[src/rtl/lc3_ctrl_pkg.sv]
// lc3_ctrl_pkg: shared types and encodings for the LC-3 control unit.
// The state list grows by the LDI/STI states only when LC3_INDIRECT_EN is defined.
package lc3_ctrl_pkg;

    localparam logic [3:0] OpBr    = 4'b0000;
    localparam logic [3:0] OpAdd   = 4'b0001;
    localparam logic [3:0] OpJsr   = 4'b0100;
    localparam logic [3:0] OpAnd   = 4'b0101;
    localparam logic [3:0] OpLdr   = 4'b0110;
    localparam logic [3:0] OpStr   = 4'b0111;
    localparam logic [3:0] OpNot   = 4'b1001;
    localparam logic [3:0] OpJmp   = 4'b1100;
    localparam logic [3:0] OpPause = 4'b1101;
`ifdef LC3_INDIRECT_EN
    localparam logic [3:0] OpLdi   = 4'b1010;
    localparam logic [3:0] OpSti   = 4'b1011;
`endif

    localparam logic [1:0] PcmuxPc1   = 2'b00;
    localparam logic [1:0] PcmuxAdder = 2'b01;
    localparam logic [1:0] PcmuxBus   = 2'b10;

    localparam logic [1:0] Addr2Zero  = 2'b00;
    localparam logic [1:0] Addr2Off6  = 2'b01;
    localparam logic [1:0] Addr2Off9  = 2'b10;
    localparam logic [1:0] Addr2Off11 = 2'b11;

    localparam logic [1:0] AlukAdd   = 2'b00;
    localparam logic [1:0] AlukAnd   = 2'b01;
    localparam logic [1:0] AlukNot   = 2'b10;
    localparam logic [1:0] AlukPassA = 2'b11;

    typedef enum logic [4:0] {
        StHalted, StFetch1, StFetch2, StFetch3, StDecode,
        StAdd, StAnd, StNot, StBr0, StBr1, StJmp, StJsr0, StJsr1,
        StLdr0, StLdr1, StLdr2, StStr0, StStr1, StStr2,
`ifdef LC3_INDIRECT_EN
        StPause0, StPauseHi, StPauseLo,
        StLdi0, StLdi1, StLdi2, StSti0, StSti1, StSti2
`else
        StPause0, StPauseHi, StPauseLo
`endif
    } state_t;

    typedef struct packed {
        logic       ld_mar, ld_mdr, ld_ir, ld_ben, ld_cc, ld_reg, ld_pc, ld_led;
        logic       gate_pc, gate_mdr, gate_alu, gate_marmux;
        logic [1:0] pcmux, addr2mux, aluk;
        logic       addr1mux, drmux, sr1mux, sr2mux, mio_en, mem_oe, mem_we;
    } ctrl_t;

    // Control word for a state; mem_last marks the final cycle of a read wait
    function automatic ctrl_t decode_ctrl(state_t st, logic mem_last, logic ir_5, logic ir_11);
        ctrl_t c;
        c = '0;
        case (st)
            StFetch1: begin
                c.gate_pc = 1'b1; c.ld_mar = 1'b1; c.pcmux = PcmuxPc1; c.ld_pc = 1'b1;
            end
`ifdef LC3_INDIRECT_EN
            StLdi1, StSti1,
`endif
            StFetch2, StLdr1: begin
                c.mem_oe = 1'b1; c.mio_en = 1'b1; c.ld_mdr = mem_last;
            end
            StFetch3: begin
                c.gate_mdr = 1'b1; c.ld_ir = 1'b1;
            end
            StDecode: c.ld_ben = 1'b1;
            StAdd, StAnd: begin
                c.gate_alu = 1'b1; c.ld_reg = 1'b1; c.ld_cc = 1'b1;
                c.aluk = (st == StAnd) ? AlukAnd : AlukAdd;
                c.sr1mux = 1'b1; c.sr2mux = ir_5;
            end
            StNot: begin
                c.aluk = AlukNot; c.gate_alu = 1'b1; c.ld_reg = 1'b1; c.ld_cc = 1'b1;
                c.sr1mux = 1'b1;
            end
            StBr1: begin
                c.addr1mux = 1'b0; c.addr2mux = Addr2Off9; c.pcmux = PcmuxAdder; c.ld_pc = 1'b1;
            end
            StJmp: begin
                c.addr1mux = 1'b1; c.addr2mux = Addr2Zero; c.sr1mux = 1'b1;
                c.pcmux = PcmuxAdder; c.ld_pc = 1'b1;
            end
            StJsr0: begin
                c.gate_pc = 1'b1; c.drmux = 1'b1; c.ld_reg = 1'b1;
            end
            StJsr1: begin
                // JSRR base register lives in IR[8:6]
                c.addr1mux = ~ir_11; c.sr1mux = ~ir_11;
                c.addr2mux = ir_11 ? Addr2Off11 : Addr2Zero;
                c.pcmux = PcmuxAdder; c.ld_pc = 1'b1;
            end
            StLdr0, StStr0: begin
                c.gate_marmux = 1'b1; c.addr1mux = 1'b1; c.sr1mux = 1'b1;
                c.addr2mux = Addr2Off6; c.ld_mar = 1'b1;
            end
            StLdr2: begin
                c.gate_mdr = 1'b1; c.ld_reg = 1'b1; c.ld_cc = 1'b1;
            end
            StStr1: begin
                c.aluk = AlukPassA; c.sr1mux = 1'b0; c.gate_alu = 1'b1;
                c.mio_en = 1'b0; c.ld_mdr = 1'b1;
            end
            StStr2: c.mem_we = 1'b1;
            StPause0: c.ld_led = 1'b1;
`ifdef LC3_INDIRECT_EN
            StLdi0, StSti0: begin
                c.gate_marmux = 1'b1; c.addr1mux = 1'b0; c.addr2mux = Addr2Off9;
                c.ld_mar = 1'b1;
            end
            StLdi2, StSti2: begin
                c.gate_mdr = 1'b1; c.ld_mar = 1'b1;
            end
`endif
            default: c = '0;
        endcase
        return c;
    endfunction

endpackage

[src/rtl/lc3_control_fsm_mem_wait_ctr.sv]
// lc3_mem_wait_ctr: counts 0..MEM_WAIT while a memory strobe state is active.
module lc3_mem_wait_ctr #(
    parameter int unsigned MEM_WAIT = 2
) (
    input  logic i_clk,
    input  logic i_rst_n,
    input  logic i_active,
    output logic o_done,
    output logic o_next_last
);
    localparam logic [2:0] Last = 3'(MEM_WAIT);

    logic [2:0] r_cnt;
    logic [2:0] w_cnt_next;

    // Advance while waiting; the done cycle (or any idle cycle) reloads 0 for the next access
    always_comb begin
        o_done      = (r_cnt == Last);
        w_cnt_next  = (i_active && !o_done) ? r_cnt + 3'd1 : 3'd0;
        o_next_last = (w_cnt_next == Last);
    end

    // Counter register
    always_ff @(posedge i_clk or negedge i_rst_n) begin
        if (!i_rst_n) begin
            r_cnt <= 3'd0;
        end else begin
            r_cnt <= w_cnt_next;
        end
    end

endmodule

[src/rtl/lc3_control_fsm.sv]
// lc3_control_fsm: LC-3 ISDU. Fetch/decode/execute FSM with registered Moore outputs.
// Define LC3_INDIRECT_EN to add LDI/STI; otherwise opcodes 1010/1011 act as NOPs.
module lc3_control_fsm
    import lc3_ctrl_pkg::*;
#(
    parameter int unsigned MEM_WAIT = 2
) (
    input  logic       Clk,
    input  logic       Reset_al,
    input  logic       Run,
    input  logic       Continue,
    input  logic [3:0] Opcode,
    input  logic       IR_5,
    input  logic       IR_11,
    input  logic       BEN,
    output logic       LD_MAR,
    output logic       LD_MDR,
    output logic       LD_IR,
    output logic       LD_BEN,
    output logic       LD_CC,
    output logic       LD_REG,
    output logic       LD_PC,
    output logic       LD_LED,
    output logic       GatePC,
    output logic       GateMDR,
    output logic       GateALU,
    output logic       GateMARMUX,
    output logic [1:0] PCMUX,
    output logic [1:0] ADDR2MUX,
    output logic [1:0] ALUK,
    output logic       ADDR1MUX,
    output logic       DRMUX,
    output logic       SR1MUX,
    output logic       SR2MUX,
    output logic       MIO_EN,
    output logic       Mem_OE,
    output logic       Mem_WE
);
    state_t r_state, w_state_next;
    ctrl_t  r_ctrl;
    logic   w_mem_state, w_mem_done, w_mem_last_next;

    // States that hold a memory strobe and run the wait counter
    always_comb begin
        w_mem_state = (r_state == StFetch2) || (r_state == StLdr1) || (r_state == StStr2);
`ifdef LC3_INDIRECT_EN
        w_mem_state = w_mem_state || (r_state == StLdi1) || (r_state == StSti1);
`endif
    end

    lc3_mem_wait_ctr #(
        .MEM_WAIT (MEM_WAIT)
    ) u_wait_ctr (
        .i_clk       (Clk),
        .i_rst_n     (Reset_al),
        .i_active    (w_mem_state),
        .o_done      (w_mem_done),
        .o_next_last (w_mem_last_next)
    );

    // Next-state selection
    always_comb begin
        w_state_next = r_state;
        case (r_state)
            StHalted:  if (Run) w_state_next = StFetch1;
            StFetch1:  w_state_next = StFetch2;
            StFetch2:  if (w_mem_done) w_state_next = StFetch3;
            StFetch3:  w_state_next = StDecode;
            StDecode: begin
                case (Opcode)
                    OpAdd:   w_state_next = StAdd;
                    OpAnd:   w_state_next = StAnd;
                    OpNot:   w_state_next = StNot;
                    OpBr:    w_state_next = StBr0;
                    OpJmp:   w_state_next = StJmp;
                    OpJsr:   w_state_next = StJsr0;
                    OpLdr:   w_state_next = StLdr0;
                    OpStr:   w_state_next = StStr0;
                    OpPause: w_state_next = StPause0;
`ifdef LC3_INDIRECT_EN
                    OpLdi:   w_state_next = StLdi0;
                    OpSti:   w_state_next = StSti0;
`endif
                    default: w_state_next = StFetch1;
                endcase
            end
            StBr0:     w_state_next = BEN ? StBr1 : StFetch1;
            StJsr0:    w_state_next = StJsr1;
            StLdr0:    w_state_next = StLdr1;
            StLdr1:    if (w_mem_done) w_state_next = StLdr2;
            StStr0:    w_state_next = StStr1;
            StStr1:    w_state_next = StStr2;
            StStr2:    if (w_mem_done) w_state_next = StFetch1;
            StPause0:  w_state_next = StPauseHi;
            StPauseHi: if (Continue) w_state_next = StPauseLo;
            StPauseLo: if (!Continue) w_state_next = StFetch1;
            StAdd, StAnd, StNot, StBr1, StJmp, StJsr1, StLdr2: w_state_next = StFetch1;
`ifdef LC3_INDIRECT_EN
            StLdi0:    w_state_next = StLdi1;
            StLdi1:    if (w_mem_done) w_state_next = StLdi2;
            StLdi2:    w_state_next = StLdr1;
            StSti0:    w_state_next = StSti1;
            StSti1:    if (w_mem_done) w_state_next = StSti2;
            StSti2:    w_state_next = StStr1;
`endif
            default:   w_state_next = StHalted;
        endcase
    end

    // State register plus control word decoded from the state being entered
    always_ff @(posedge Clk or negedge Reset_al) begin
        if (!Reset_al) begin
            r_state <= StHalted;
            r_ctrl  <= '0;
        end else begin
            r_state <= w_state_next;
            r_ctrl  <= decode_ctrl(w_state_next, w_mem_last_next, IR_5, IR_11);
        end
    end

    assign LD_MAR     = r_ctrl.ld_mar;
    assign LD_MDR     = r_ctrl.ld_mdr;
    assign LD_IR      = r_ctrl.ld_ir;
    assign LD_BEN     = r_ctrl.ld_ben;
    assign LD_CC      = r_ctrl.ld_cc;
    assign LD_REG     = r_ctrl.ld_reg;
    assign LD_PC      = r_ctrl.ld_pc;
    assign LD_LED     = r_ctrl.ld_led;
    assign GatePC     = r_ctrl.gate_pc;
    assign GateMDR    = r_ctrl.gate_mdr;
    assign GateALU    = r_ctrl.gate_alu;
    assign GateMARMUX = r_ctrl.gate_marmux;
    assign PCMUX      = r_ctrl.pcmux;
    assign ADDR2MUX   = r_ctrl.addr2mux;
    assign ALUK       = r_ctrl.aluk;
    assign ADDR1MUX   = r_ctrl.addr1mux;
    assign DRMUX      = r_ctrl.drmux;
    assign SR1MUX     = r_ctrl.sr1mux;
    assign SR2MUX     = r_ctrl.sr2mux;
    assign MIO_EN     = r_ctrl.mio_en;
    assign Mem_OE     = r_ctrl.mem_oe;
    assign Mem_WE     = r_ctrl.mem_we;

endmodule

[config.mk]
export PLATFORM = sky130hd
export DESIGN_NAME = lc3_control_fsm
export DESIGN_NICKNAME = d
export VERILOG_FILES = /design/src/rtl/lc3_ctrl_pkg.sv /design/src/rtl/lc3_control_fsm_mem_wait_ctr.sv /design/src/rtl/lc3_control_fsm.sv
export SDC_FILE = /design/constraint.sdc
export NUM_CORES = 1
export LEC_CHECK = 0
export CAP_MARGIN = 30
export CORE_UTILIZATION = 52
export CTS_BUF_LIST = sky130_fd_sc_hd__clkbuf_8 sky130_fd_sc_hd__clkbuf_16
export CTS_CLUSTER_DIAMETER = 200
export DETAILED_ROUTE_END_ITERATION = 10
export GPL_TIMING_DRIVEN = 1
export PLACE_DENSITY = 0.79
export SLEW_MARGIN = 10
export SYNTH_ARGS = -nofsm -noshare
export SYNTH_HDL_FRONTEND = slang
export SYNTH_SLANG_ARGS = --single-unit
[constraint.sdc]
create_clock -name Clk -period 2.6 [get_ports Clk]
set_input_delay 0.26 -clock Clk [delete_from_list [all_inputs] [get_ports Clk]]
set_output_delay 0.26 -clock Clk [all_outputs]
set_load 0.05 [all_outputs]
==> results of run 1 <==
-- metrics by stage --
| stage | std cells | total power, uW |
|---|---|---|
| finish | 273 | 2940 |
| floorplan | 190 | 2170 |
| detailed placement | 266 | 2550 |
| global route | 273 | 3150 |
| global placement | 266 | 2520 |
| CTS | 273 | 2930 |
-- area by class of cell --
cell class | instances | area (sq um) | share of cell area [%]
Clock buffer | 6 | 82.6 | 3.44
Clock inverter | 1 | 5.00 | 0.209
Inverter | 13 | 51.3 | 2.14
Multi-Input combinational cell | 132 | 1010 | 42.2
Sequential cell | 31 | 776 | 32.3
Tap cell | 46 | 57.6 | 2.40
Timing Repair Buffer | 44 | 415 | 17.3
-- worst register-to-register path, delay by kind of cell (launching register included) --
kind                   cells  cell delay [ps]
flip-flops                 1              610
buffers and inverters      1              150
AND/OR/NAND/NOR            3              800
AO/OA/AOI/OAI              3              640
-- cell usage in the layout (no fill, tap or decap), types with 2 or more instances in the layout --
cell	instances
a311oi_4	2
or2b_1	2
nor2b_1	2
ha_1	5
a211oi_1	2
clkbuf_8	6
xnor2_1	4
mux2i_1	2
nand3_1	8
inv_1	9
o22ai_1	4
nand2b_1	7
nor3_1	11
nor4_1	2
clkdlybuf4s50_1	34
nand3b_1	3
nand2_1	6
xor2_1	2
a21oi_1	11
o21ai_0	5
nor2_1	12
buf_4	10
xnor2_2	2
dfrtp_1	31
a221oi_1	2
inv_2	3
nand4bb_1	2
a31oi_1	2
-- cell families after synthesis --
family,count (synthesis),synth area share [%]
buffers and inverters,27,8.42
xor gates and xnor gates,8,4.37
adders and majority gates,5,3.22
and+or+nand+nor,68,20.9
other,1,0.193
DFF,31,39.9
AOI/OAI and AO/OA,47,21.4
muxes,3,1.61
-- power breakdown --
part           switching (uW)  total, uW  internal [uW]
sequential                143        741            599
clock                     161        368            207
combinational            1140       1830            683
-- cells in the mapped netlist (all sizes together), types with 2 or more instances --
cell type   n
dfrtp      31
nor2       14
buf        13
inv        13
nor3       13
a21oi      12
nand2b      8
nand3       8
nand2       6
o21ai       6
xnor2       6
ha          5
a2111oi     4
o22ai       4
a211oi      3
a221oi      3
nand3b      3
a311oi      2
a31oi       2
mux2i       2
nand4bb     2
nor2b       2
nor4        2
or2b        2
xor2        2
-- sequential cells by signal, indices dropped and copies added, names as in the netlist, 2 cells and up --
signal,flops
u_wait_ctr.r_cnt,3
ADDR2MUX,2
ALUK,2
r_state,5
-- worst max path at each step --
stage / cells past startpoint / end / start / slack (ps)
after floorplan: 9 / ALUK[0]$_DFF_PN0_ / u_wait_ctr.r_cnt[0]$_DFF_PN0_ / 530
after global placement: 9 / ADDR1MUX$_DFF_PN0_ / Opcode[0] / 80
after detailed placement: 9 / ADDR1MUX$_DFF_PN0_ / Opcode[0] / -60
after CTS: 9 / ADDR1MUX$_DFF_PN0_ / Opcode[0] / 220
after global routing: 9 / ADDR1MUX$_DFF_PN0_ / Opcode[0] / 10
final: 9 / ADDR1MUX$_DFF_PN0_ / Opcode[0] / 220
-- metal layers --
metal	routed length (um)	vias up	track usage [%]
met3	265	8	8.15
li1	-	752	-
met4	78	0	10.2
met1	1680	731	28.8
met5	0	-	0
met2	1910	58	35.1
==> impl_metrics.yaml, run 1 <==
run_status:
  status: "finished clean"
placement:
  hpwl_um: 2910
  io_buffers: 34
  gp_congestion: 0.857
  dpl_cell_area_sq_mm: 0.00231
  dp_slack_ps: -58.3
cells_and_area:
  fillers: 273
  n_antenna_cell: 0
  layout.nets: 243
  final_layout_size_suffix_gt1_share_pct: 17.2
  utilization_pct: 69.2
  area_growth_pct: 23.3
  stdcell_area_sq_mm: 0.00240
routing:
  drt_iter0_markers: 81
  vias_per_cell: 5.67
  drc: 0
  vias: 1549
  ant_nets: 0
  dr.pass1.iters: 5
  wl_per_cell_um: 14.4
  routed_wl_um: 3930
power_and_ir_drop:
  ir_worst_vdd_v: 0.000588
  p_per_area_mw_per_mm2: 1220
  leakage_uw: 0.00101
timing:
  tns_ps: 0
  setup_ws_ps: 222
  rsz0062_at_grt: "false"
  worstMarginPinSlew_ps: 588
  final.setup_skew_ps: 6.37
  holdWs_ps: 366
  finalCriticalPeriod_ps: 2380
  slew_headroom_pct: 60.8
  max_freq_mhz: 420
  drv_slew: 0
  fin_crit_sh_pct: 91.5
  setup_viol: 0
  hold_viol: 0
cts:
  cts_setup_buffers: 0
  worstSkewPairLatency_ps: 280
  clock-sinks: 31
  cts_tree: "built"
  clockRootBuffer: "clkbuf_8"
  clk_pin_slew_ps: 60
  cts_resized: 0
  cts_made_buffers: 5
  cts_buffer_depth: 2
  htree_levels: 2
  postCtsHoldBufs: 0
critical_path:
  r2r_start: "r_state[0]$_DFF_PN0_"
  reg2regPathDepth: 7
  r2r_setup_slack_ps: 280
  start_kind: "primary input"
  path_buf_inv: 2
  crit_path_max_fanout: 5
  endpoint_kind: "register"
  r2r-end: "LD_REG$_DFF_PN0_"
  worstPathRequired_ps: 2820
  critPathTopFamily: "compound AO/OA/AOI/OAI gates"
  worstPathArrival_ps: 2600
  path_cells: "clkdlybuf4s50_1 -> inv_1 -> ha_1 -> mux2i_1 -> o211ai_1 -> a2111oi_4 -> nor2_4 -> a2111oi_0 -> a31o_1"
  slowest_delay_ps: 560
  critPathKind: "primary input to register"
  slowest_stage: "clkdlybuf4s50_1"
synthesis:
  yosys.area.top_type: "dfrtp_1"
  synthesis.yosys.warnings: 0
  synth_top_area_share_pct: 39.9
  yosysSeqAreaShare_pct: 39.9
  yosysUniqueCellTypes: 63
  synth_area_leaders: "dfrtp_1 40%, ha_1 3.2%, a21oi_1 2.8%"
  synth_edf_count: 0
  synth-async-reset-ratio_pct: 100
  ys.flop_type: "dfrtp_1"
  syn_nets: 206
  synthesis.area_sq_mm: 0.00195
  netlist_instances: 190
  ys_ff_latch: 31
  synth.avg_cell_area_sq_um: 10.2
global_route:
  grt_pass1_wl_um: 6890
  antenna_found_initial: 0
  gr-usage-all-layers_pct: 22.9
  grt_max_degree: 32
  overflow: 0
  grt_pass1_vias: 1478
die:
  start_util_pct: 56.1
  die_w_um: 63.2
  ioPinCount: 36
  dieArea_sq_mm: 0.00399
  num_rows: 21
  coreArea_sq_mm: 0.00347
  die_h_um: 63.2
worst_hold_path:
  holdCritPathClass: "primary input to asynchronous set/reset pin"
flow_run:
  cap_violations: 0
No activity file was read; power rests on OpenSTA's default activity.
==> inputs of run 2 (changes only) <==
--- a/config.mk
+++ b/config.mk
@@ -5,10 +5,12 @@
 export SDC_FILE = /design/constraint.sdc
 export NUM_CORES = 1
 export LEC_CHECK = 0
+export ABC_CLOCK_PERIOD_IN_PS = 2600
 export CAP_MARGIN = 30
 export CORE_UTILIZATION = 52
 export CTS_BUF_LIST = sky130_fd_sc_hd__clkbuf_8 sky130_fd_sc_hd__clkbuf_16
 export CTS_CLUSTER_DIAMETER = 200
+export CTS_CLUSTER_SIZE = 10
 export DETAILED_ROUTE_END_ITERATION = 10
 export GPL_TIMING_DRIVEN = 1
 export PLACE_DENSITY = 0.79
==> results of run 2 <==
No change in the layout: final DEF, timing and power equal those of run 1.
==> inputs of run 3 (changes only) <==
--- a/config.mk
+++ b/config.mk
@@ -5,16 +5,17 @@
 export SDC_FILE = /design/constraint.sdc
 export NUM_CORES = 1
 export LEC_CHECK = 0
-export ABC_CLOCK_PERIOD_IN_PS = 2600
+export ABC_CLOCK_PERIOD_IN_PS = 2000
 export CAP_MARGIN = 30
-export CORE_UTILIZATION = 52
+export CORE_UTILIZATION = 47
 export CTS_BUF_LIST = sky130_fd_sc_hd__clkbuf_8 sky130_fd_sc_hd__clkbuf_16
 export CTS_CLUSTER_DIAMETER = 200
 export CTS_CLUSTER_SIZE = 10
 export DETAILED_ROUTE_END_ITERATION = 10
 export GPL_TIMING_DRIVEN = 1
-export PLACE_DENSITY = 0.79
+export PLACE_DENSITY = 0.76
 export SLEW_MARGIN = 10
 export SYNTH_ARGS = -nofsm -noshare
 export SYNTH_HDL_FRONTEND = slang
 export SYNTH_SLANG_ARGS = --single-unit
+export TNS_END_PERCENT = 20
==> constraint.sdc (replaced) <==
create_clock -name Clk -period 2 [get_ports Clk]
set_input_delay 0.2 -clock Clk [delete_from_list [all_inputs] [get_ports Clk]]
set_output_delay 0.2 -clock Clk [all_outputs]
set_load 0.05 [all_outputs]
==> run 3 against run 2 <==
Compared with the run above:
- setup slack worse by 450 ps
- the flow now finishes with violations (negative setup slack)
- final area is 29% higher
- final cell count increased by 22%
- critical path depth stayed put
- sequential power increased by 19%
- global-route usage up 2.6 points
- utilization grew 8.1 points
==> impl_metrics.yaml, run 3 (synthesis results as in run 1) <==
run_status:
  status: "complete, but fails checks"
  violations: "negative setup slack"
die:
  die_w_um: 66.3
  num_rows: 23
  coreArea_sq_mm: 0.00400
  dieArea_sq_mm: 0.00440
  ioPinCount: 36
  start_util_pct: 48.6
  die_h_um: 66.3
global_route:
  gr-usage-all-layers_pct: 25.5
  grt_pass1_vias: 1761
  overflow: 0
  antenna_found_initial: 0
  grt_pass1_wl_um: 8130
  grt_max_degree: 32
critical_path:
  critPathKind: "register to register"
  worstPathRequired_ps: 2170
  reg2regPathDepth: 9
  r2r-end: "LD_REG$_DFF_PN0_"
  endpoint_kind: "register"
  start_kind: "register"
  crit_path_max_fanout: 9
  r2r_setup_slack_ps: -230
  worstPathArrival_ps: 2400
  r2r_start: "r_state[3]$_DFF_PN0_"
cts:
  clock-sinks: 31
  clk_pin_slew_ps: 70
  clockRootBuffer: "clkbuf_8"
  htree_levels: 2
  cts_buffer_depth: 2
  worstSkewPairLatency_ps: 290
  postCtsHoldBufs: 0
  cts_tree: "built"
  cts_made_buffers: 5
routing:
  drt_iter0_markers: 153
  drc: 0
  wl_per_cell_um: 18.2
  vias: 1925
  vias_per_cell: 5.78
  dr.pass1.iters: 4
  routed_wl_um: 6060
  ant_nets: 0
placement:
  gp_congestion: 0.918
  hpwl_um: 3320
  io_buffers: 34
cells_and_area:
  largest_register: "r_state"
  final_common_cell: "buf_4"
  area_growth_pct: 58.8
  final_cell_mix: "55 x buf_4, 31 x clkdlybuf4s50_1, 27 x dfrtp_1"
  layout.nets: 299
  utilization_pct: 77.3
  largest_reg_flops: 5
  n_antenna_cell: 0
  fillers: 248
  top_regs: "r_state x5, u_wait_ctr.r_cnt x3"
  final_layout_size_suffix_gt1_share_pct: 45.9
flow_run:
  cap_violations: 0
timing:
  rsz0062_at_grt: "true"
  finalCriticalPeriod_ps: 2230
  slew_headroom_pct: 64.1
  fin_crit_sh_pct: 111
  worstMarginPinSlew_ps: 536
  drv_slew: 0
  setup_viol: 23
  final.setup_skew_ps: 10.1
  setup_ws_ps: -225
  max_freq_mhz: 449
  hold_viol: 0
power_and_ir_drop:
  leakage_uw: 0.00134
  ir_worst_vdd_v: 0.000857
  p_per_area_mw_per_mm2: 1810
  power_uw: 5590
worst_hold_path:
  holdCritPathClass: "primary input to asynchronous set/reset pin"
## run 3: changes by cell type in the layout (fill, tap and decap cells not counted), sizes merged
cell,delta
buf,+55
clkinvlp,+1
clkinv,-1
inv,+1
bufinv,+1
dlymetal6s2s,+1
clkdlybuf4s50,-3
dlygate4sd2,+2
clkbuf,-1
## run 3: worst max path at each step
stage	from	endpoint	cells past startpoint
detailed placement	Opcode[0]	GateMARMUX$_DFF_PN0_	9
CTS	u_wait_ctr.r_cnt[0]$_DFF_PN0_	ALUK[0]$_DFF_PN0_	9
floorplan	u_wait_ctr.r_cnt[0]$_DFF_PN0_	ALUK[0]$_DFF_PN0_	9
finish	r_state[3]$_DFF_PN0_	LD_REG$_DFF_PN0_	9
global route	r_state[0]$_DFF_PN0_	LD_REG$_DFF_PN0_	9
global placement	Opcode[0]	ADDR1MUX$_DFF_PN0_	9
## run 3: per-stage QoR
step	TNS, ps	cells	cell area, sq um	hold slack [ps]	worst slack (ps)
after floorplan	-13.0	190	1950	-95.6	-9.64
after global placement	-8190	311	2620	520	-417
after detailed placement	-9700	311	2620	531	-500
after CTS	-614	323	2840	312	-74.7
after global routing	-4410	333	3090	353	-329
final	-2240	333	3090	300	-225
## run 3: layout make-up
class	instances	area (sq um)	area share (%)
Clock buffer	5	68.8	2.23
Clock inverter	2	33.8	1.09
Inverter	13	56.3	1.82
Multi-Input combinational cell	132	1210	39.0
Sequential cell	31	781	25.3
Tap cell	50	62.6	2.02
Timing Repair Buffer	99	875	28.3
Timing Repair inverter	1	7.51	0.243
## run 3: report_power, final
part | internal, uW | switching, uW
Combinational | 1830 | 2270
Clock | 360 | 247
Sequential | 785 | 99.7
## run 3: critical path, cell delays in order (launching register included)
cell      delay (ps)
dfrtp_2          470
buf_4            180
xor2_2           210
nor3_4            80
a311oi_4         390
buf_4            210
inv_6             50
nor3_2           240
nor3_1            90
o21a_1           200
## run 3: per-layer routing
layer | vias to the layer above | global-route usage (%) | part of all wire, %
li1 | 870 | - | -
met2 | 102 | 42.3 | 50
met5 | - | 0 | 0
met3 | 21 | 6.21 | 6.9
met4 | 0 | 11.4 | 2.8
met1 | 932 | 31.0 | 41
## run 3: what timing repair did
action / CTS / global route
resized for setup: 27 / 33
setup buffers: 5 / 10
pin swaps: 15 / 19
endpoints found under the setup margin: 22 / 23
gates cloned: 0 / 1
